===== src/rtl/twos_block_accum.sv =====
//------------------------------------------------------------------------------
// Module   : twos_block_accum
// Brief    : Sums blocks of NUM two's-complement samples (or fewer on flush)
//            and presents each sum with its sample count on a valid/ready port.
// Revision : 1.0 - initial release
//------------------------------------------------------------------------------
`default_nettype none

module twos_block_accum #(
    parameter int MIC = 3,
    parameter int NUM = 4
) (
    input  logic             clk,
    input  logic             rst,
    input  logic [MIC-1:0]   in_data,
    input  logic             in_valid,
    output logic             in_ready,
    input  logic             flush,
    output logic [MIC+3:0]   out_sum,
    output logic [4:0]       out_cnt,
    output logic             out_valid,
    input  logic             out_ready
);

    localparam int         C_SW  = MIC + 4;
    localparam logic [4:0] C_NUM = 5'(NUM);

    typedef enum logic [0:0] {
        ST_ACCUM = 1'b0,
        ST_HOLD  = 1'b1
    } state_t;

    state_t            state_q, state_d;
    logic [C_SW-1:0]   acc_q, acc_d;
    logic [4:0]        cnt_q, cnt_d;
    logic [C_SW-1:0]   sum_q, sum_d;
    logic [4:0]        ocnt_q, ocnt_d;

    logic              w_accept;
    logic [C_SW-1:0]   w_ext;
    logic [C_SW-1:0]   w_acc_new;
    logic [4:0]        w_cnt_new;
    logic              w_close;

    // Plain sign extension: 1000..0 is the most-negative value, not -0.
    assign w_ext     = {{4{in_data[MIC-1]}}, in_data};
    assign w_accept  = in_valid && (state_q == ST_ACCUM);
    assign w_acc_new = w_accept ? (acc_q + w_ext) : acc_q;
    assign w_cnt_new = w_accept ? (cnt_q + 5'd1) : cnt_q;
    assign w_close   = (w_accept && (w_cnt_new == C_NUM)) ||
                       (flush && (w_cnt_new != 5'd0));

    always_comb begin
        state_d = state_q;
        acc_d   = acc_q;
        cnt_d   = cnt_q;
        sum_d   = sum_q;
        ocnt_d  = ocnt_q;
        case (state_q)
            ST_ACCUM: begin
                acc_d = w_acc_new;
                cnt_d = w_cnt_new;
                if (w_close) begin
                    sum_d   = w_acc_new;
                    ocnt_d  = w_cnt_new;
                    state_d = ST_HOLD;
                end
            end
            ST_HOLD: begin
                if (out_ready) begin
                    acc_d   = '0;
                    cnt_d   = '0;
                    state_d = ST_ACCUM;
                end
            end
            default: state_d = ST_ACCUM;
        endcase
    end

    always_ff @(posedge clk) begin
        if (rst) begin
            state_q <= ST_ACCUM;
            acc_q   <= '0;
            cnt_q   <= '0;
            sum_q   <= '0;
            ocnt_q  <= '0;
        end else begin
            state_q <= state_d;
            acc_q   <= acc_d;
            cnt_q   <= cnt_d;
            sum_q   <= sum_d;
            ocnt_q  <= ocnt_d;
        end
    end

    // Handshake outputs depend only on state (and reset), never on the inputs.
    assign in_ready  = (state_q == ST_ACCUM) && !rst;
    assign out_valid = (state_q == ST_HOLD);
    assign out_sum   = sum_q;
    assign out_cnt   = ocnt_q;

endmodule

`default_nettype wire


===== config.mk =====
export PLATFORM = sky130hd
export DESIGN_NAME = twos_block_accum
export DESIGN_NICKNAME = d
export VERILOG_FILES = /design/src/rtl/twos_block_accum.sv
export SDC_FILE = /design/constraint.sdc
export NUM_CORES = 1
export LEC_CHECK = 0
export CORE_MARGIN = 4
export CORE_UTILIZATION = 35
export CTS_CLUSTER_SIZE = 12
export DETAILED_ROUTE_END_ITERATION = 12
export PLACE_DENSITY = 0.56
export SLEW_MARGIN = 10
export SYNTH_ARGS = -nofsm -noshare
export SYNTH_HDL_FRONTEND = slang
export SYNTH_SLANG_ARGS = --single-unit

===== constraint.sdc =====
create_clock -name clk -period 3.6 [get_ports clk]
set_clock_uncertainty 0.2 [all_clocks]
set_input_delay 0.72 -clock clk [delete_from_list [all_inputs] [get_ports clk]]
set_output_delay 0.72 -clock clk [all_outputs]
set_load 0.05 [all_outputs]

======== Word-level counts from Yosys, hierarchy flattened ========
Index checks and enable logic that the tools add are counted.
storage, ports and cells
  bits in registers ....................... 25
  word-level logic and storage cells ...... 27
cells by class
  $add $sub $neg .......................... 2
  equality and inequality tests ........... 2
  mux-type cells .......................... 9
  bitwise gates (word level) .............. 1
  reductions and logical operators ........ 8
operators by type and width
  operator                                       count
  2-to-1 mux 7 bit                               2
  one-hot mux 7 bit (2 select lines)             1
  2-to-1 mux 5 bit                               2
  one-hot mux 5 bit (2 select lines)             1
  adder 7 bit                                    1
  adder 5 x 1 -> 5 bit, second input constant    1
  == test 5 x 3 -> 1 bit, second input constant  1
  nonzero test 5 bit                             1
  logical AND 1 bit                              4
  2-to-1 mux 1 bit                               2
  inequality test 2 bit, second input constant   1
  one-hot mux 1 bit (2 select lines)             1
  AND reduction 2 bit                            1
  zero test 1 bit                                1
  logical OR 1 bit                               1
  NOT 1 bit                                      1

======== Logic depth before layout (Yosys ltp) ========
Gate-level depths: netlist of run 1.
  depth after elaboration ................. 8
  gate-level depth with buffers ........... 9
  mapped depth without buffers ............ 9

======== Least setup slack after synthesis of run 1 ========
Ideal clock, no wire load.
  kind .................................... input to output
  start ................................... input port rst
  end ..................................... output port in_ready
  arrival time ............................ 1.786 ns
  required time ........................... 2.680 ns
  path slack .............................. 0.894 ns
  stages .................................. 3
  path buffers ............................ 2
  cell sequence ........................... clkbuf_1 -> clkbuf_1 -> nor2_1
between the ends
  word-level cells in the longest chain between the ends .. 2
ends and longest elaborated chain
  what               RTL line  text
  from (decl)        14        input logic rst,
  zero test 1 bit    97        assign in_ready = (state_q == ST_ACCUM) && !rst;
  logical AND 1 bit  97
  to (decl)          17        output logic in_ready,
Every way passes these cells.

======== Final worst setup path of run 1 ========
  start ................................... input port in_data[2]
  end ..................................... register acc_q[5]
between the ends
  word-level cells in the longest chain between the ends .. 3
ends and longest elaborated chain
  what                                RTL line  text
  from (decl)                         15        input logic [MIC-1:0] in_data,
  adder 7 bit                         48        assign w_acc_new = w_accept ? (acc_q + w_ext) : acc_q;
  2-to-1 mux 7 bit                    48
  one-hot mux 7 bit (2 select lines)  59        case (state_q)
  to (signal assigned)                83        acc_q <= '0;
  to (signal assigned)                89        acc_q <= acc_d;
  to (decl)                           34        logic [C_SW-1:0] acc_q, acc_d;
Every way passes these cells.
A chain may end at the register's enable or synchronous reset.

==> summary.md, run 1 <==
| Metric | Value |
|---|---|
| Post-synthesis register bit count | `25` |
| Endpoint of the lowest-slack register-to-register path | `out_cnt[1]` |
| Number of cells on the critical path | `8` |
| CP delay by family, top | `compound AO/OA/AOI/OAI gates` |
| Die height | `between 70 and 80 microns` |
| Arrival time of the worst setup path | `roughly 3.1 ns` |
| Core Util, Final | `0.446` |
| Area of the mapped netlist | `~1600 sq um` |
| Number of nets at the end of the flow | `211` |
| Global placer's final weighted congestion | `between 0.8 and 0.9` |
| Clock slew at the register clock pins of the worst setup and hold paths | `0.09 ns` |
| Post-CTS Hold Buffers | `0` |
| Actual transition at the worst max-transition pin | `roughly 0.61 ns` |
| Min Tclk post-route | `between 3 and 4 ns` |
| Power per cell area | `between 400 and 500 nW/um^2` |
| Critical path startpoint category | `input pin` |
| Post-DR vias/cell | `5.52` |
| Total global-route track usage | `0.145` |
| Most frequently used cell type in the post-synthesis netlist | `sky130_fd_sc_hd__dfxtp_1` |
| Final Hold Fails | `0` |
| Post-synth EDFFs | `0` |
| Flop2flop setup slack | `1.06 ns` |
| Portion of the post-synthesis area used by sequential elements | `0.322` |
| Count of H-tree levels built during CTS | `1` |
| Antenna violations before repair | `0` |
| Logic depth of the worst register-to-register path | `7` |
| Number of global-route vias before repair | `between 1000 and 1500` |
| Leading post-synthesis cells by instance count | `sky130_fd_sc_hd__dfxtp_1, sky130_fd_sc_hd__nand2_1, sky130_fd_sc_hd__nor2_1` |
| Startpoint of the worst register-to-register path | `cnt_q[0]` |
| Wirelength, routed | `roughly 3.7 mm` |
| Inserted Diodes | `0` |
| Type of element capturing the critical path | `register` |
| Count of buffers inserted at the top-level ports | `21` |
| Initial DRC count | `84` |
| Total clock buffers created by CTS | `3` |
| Cell type of the slowest stage on the worst timing path | `sky130_fd_sc_hd__a2111oi_1` |
| Crit Path Class | `in2reg` |
| Synthesized Nets | `~190` |
| Post-CTS Repair Setup Buffers | `0` |
| Achievable frequency | `approximately 0.32 GHz` |
| Total die area | `between 5000 and 6000 sq um` |
| Cell chain of the critical path | `clkdlybuf4s50_1, ha_1, and2_0, a22o_1, o31a_1, a2111oi_1, o22a_1, nor2_1` |
| Average wire per standard cell | `15.3 microns` |
| Site Rows | `23` |
| Termination of the worst setup path | `acc_q[5]` |
| WP data required | `about 3.6 ns` |
| Flip-flop cell with the highest count after synthesis | `sky130_fd_sc_hd__dfxtp_1` |
| Initial Util | `0.375` |
| Remaining max-slew budget at the tightest pin | `0.594` |
| Insertion delay of the later-clocked pin in the worst-skew pair | `roughly 0.27 ns` |
| Num Clock Sinks | `25` |
| Root Driver | `sky130_fd_sc_hd__clkbuf_8` |
| Sum of buffers and inverters on the critical path | `1` |
| Crit path largest cell delay | `0.57 ns` |
| Instance count after placement with tap cells included | `240` |
| Syn_area_per_cell | `between 8 and 9 sq um` |
| Max-capacitance violation count | `0` |
| Post-detailed-placement half-perimeter wirelength | `2.80 mm` |
| Final routed DRC violation total | `0` |
| DRT Pass-1 Iters | `4` |
| I/O pin cnt | `22` |
| Proportion of layout cells with a drive suffix above 1 | `0.144` |
| Final TNS setup | `0 ns` |
| Pleak | `between 0.6 and 0.7 nW` |
| Unrepaired setup endpoints after global routing | `false` |
| Synthesized instance count | `175` |
| Yosys cell types | `between 50 and 60` |
| Layout Area Growth over Synthesis | `18.8%` |
| Total vias in the final route | `~1300` |
| Ratio of final minimum period to clock period | `0.867` |
| Area share of the largest cell type after synthesis | `0.322` |
| Launching element of the worst setup path | `in_data[2]` |
| Endpoints failing setup | `0` |
| Max Transition Viols Final | `0` |
| Largest cells by area after synthesis | `sky130_fd_sc_hd__dfxtp_1, sky130_fd_sc_hd__ha_1, sky130_fd_sc_hd__a211oi_2` |
| Number of gates given a new drive strength after cts | `0` |
| Pin count of the biggest net entering global routing | `26` |
| Count of nets left with antenna violations after detail routing | `0` |
| CTS tree | `yes` |
| Instance count along the most critical hold path | `2` |
| Total overflow reported by the global router | `0` |
| Global-route wire length before repair | `about 6.3 mm` |
| Biggest area consumer among synthesized cells | `sky130_fd_sc_hd__dfxtp_1` |
| Largest fanout on the critical path | `6` |
| Worst min path class | `reg2reg` |
| Placeable core region | `4140 sq um` |
| Warnings, synthesis | `0` |
| Die boundary width | `between 70 and 80 microns` |
| Status | `complete, no violations` |
| Number of cells in the finished layout apart from fillers | `around 240` |
| Buffer levels on the longest clock path | `2` |
| Worst VDD drop | `~0.18 mV` |
| Fraction of registers with async set or reset after synthesis | `0` |
==> kinds of logic after synthesis <==
family	count (synthesis)	share of synthesized area
xor gates and xnor gates	5	0.0403
buffers and inverters	16	0.0596
adders and majority gates	8	0.0692
AOI/OAI and AO/OA	48	0.254
DFF	25	0.322
and+or+nand+nor	73	0.255
==> how the worst min path moves through the flow <==
| stage | from | end |
|---|---|---|
| after floorplan | acc_q[0] | acc_q[0] |
| after global placement | out_cnt[3] | out_cnt[3] |
| after detailed placement | out_cnt[3] | out_cnt[3] |
| after CTS | out_cnt[3] | out_cnt[3] |
| after global routing | out_cnt[3] | out_cnt[3] |
| final | out_cnt[3] | out_cnt[3] |
==> flip-flops by register name, indices dropped and copies added (netlist names) <==
signal and cells:
cnt_q 5, out_valid 1, acc_q 7, out_cnt 5, out_sum 7
==> routing by layer <==
layer / vias up / track usage / share of wire
met5: - / 0 / 0
met3: 4 / 0.0320 / 0.051
li1: 678 / - / -
met2: 27 / 0.232 / 0.44
met1: 638 / 0.200 / 0.50
met4: 0 / 0.0356 / 0.0099
==> final cells by class <==
| class | count | area (sq um) |
|---|---|---|
| Clock inverter | 1 | 5.00 |
| Sequential cell | 25 | 500 |
| Multi-Input combinational cell | 134 | 961 |
| Timing Repair Buffer | 26 | 258 |
| Tap cell | 50 | 62.6 |
| Fill cell | 423 | 2300 |
| Clock buffer | 3 | 41.3 |
| Inverter | 5 | 18.8 |
==> worst min-delay path: stages (launching register included) <==
cell and delay (ns):
sky130_fd_sc_hd__dfxtp_1 0.32, sky130_fd_sc_hd__nand3_1 0.06, sky130_fd_sc_hd__a21oi_1 0.05
==> power by group <==
group	leakage [nW]	switching (mW)	total (mW)	internal, mW
Clock	0.0255	0.0962	0.174	0.0776
Sequential	0.205	0.0228	0.326	0.303
Combinational	0.431	0.178	0.291	0.114
Total	0.661	0.297	0.792	0.495
==> layout by cell type, fill, tap and decap left out, types with 2 or more instances in the layout <==
cell type	n
sky130_fd_sc_hd__nand3_1	2
sky130_fd_sc_hd__buf_4	5
sky130_fd_sc_hd__nor2_1	19
sky130_fd_sc_hd__o22ai_1	2
sky130_fd_sc_hd__nor3_1	13
sky130_fd_sc_hd__dfxtp_1	25
sky130_fd_sc_hd__a211oi_2	6
sky130_fd_sc_hd__a31oi_1	2
sky130_fd_sc_hd__ha_1	7
sky130_fd_sc_hd__o31a_1	2
sky130_fd_sc_hd__a311oi_2	2
sky130_fd_sc_hd__o21ai_0	3
sky130_fd_sc_hd__clkbuf_8	3
sky130_fd_sc_hd__nand2_1	19
sky130_fd_sc_hd__a21oi_1	12
sky130_fd_sc_hd__nand2b_1	2
sky130_fd_sc_hd__clkdlybuf4s50_1	20
sky130_fd_sc_hd__o22a_1	4
sky130_fd_sc_hd__a21o_1	2
sky130_fd_sc_hd__inv_1	5
sky130_fd_sc_hd__xnor2_1	4
sky130_fd_sc_hd__nor2b_1	3
sky130_fd_sc_hd__a211oi_1	3
==> metrics by stage <==
step                      power, mW  worst slack (ns)  area [sq um]  hold WS (ns)
after floorplan               0.546             0.894          1550         0.253
after global placement        0.618             0.280          1800         0.262
after detailed placement      0.624             0.183          1800         0.262
after CTS                     0.796             0.468          1850         0.275
after global routing          0.836             0.334          1850         0.297
final                         0.792             0.480          1850         0.270
No activity file was read; power rests on OpenSTA's default activity.
==> run 2, diff against run 1 <==
--- a/config.mk
+++ b/config.mk
@@ -14,3 +14,4 @@
 export SYNTH_ARGS = -nofsm -noshare
 export SYNTH_HDL_FRONTEND = slang
 export SYNTH_SLANG_ARGS = --single-unit
+export TNS_END_PERCENT = 100
==> results of run 2 <==
Final layout, timing and power as in run 1 (identical DEF).
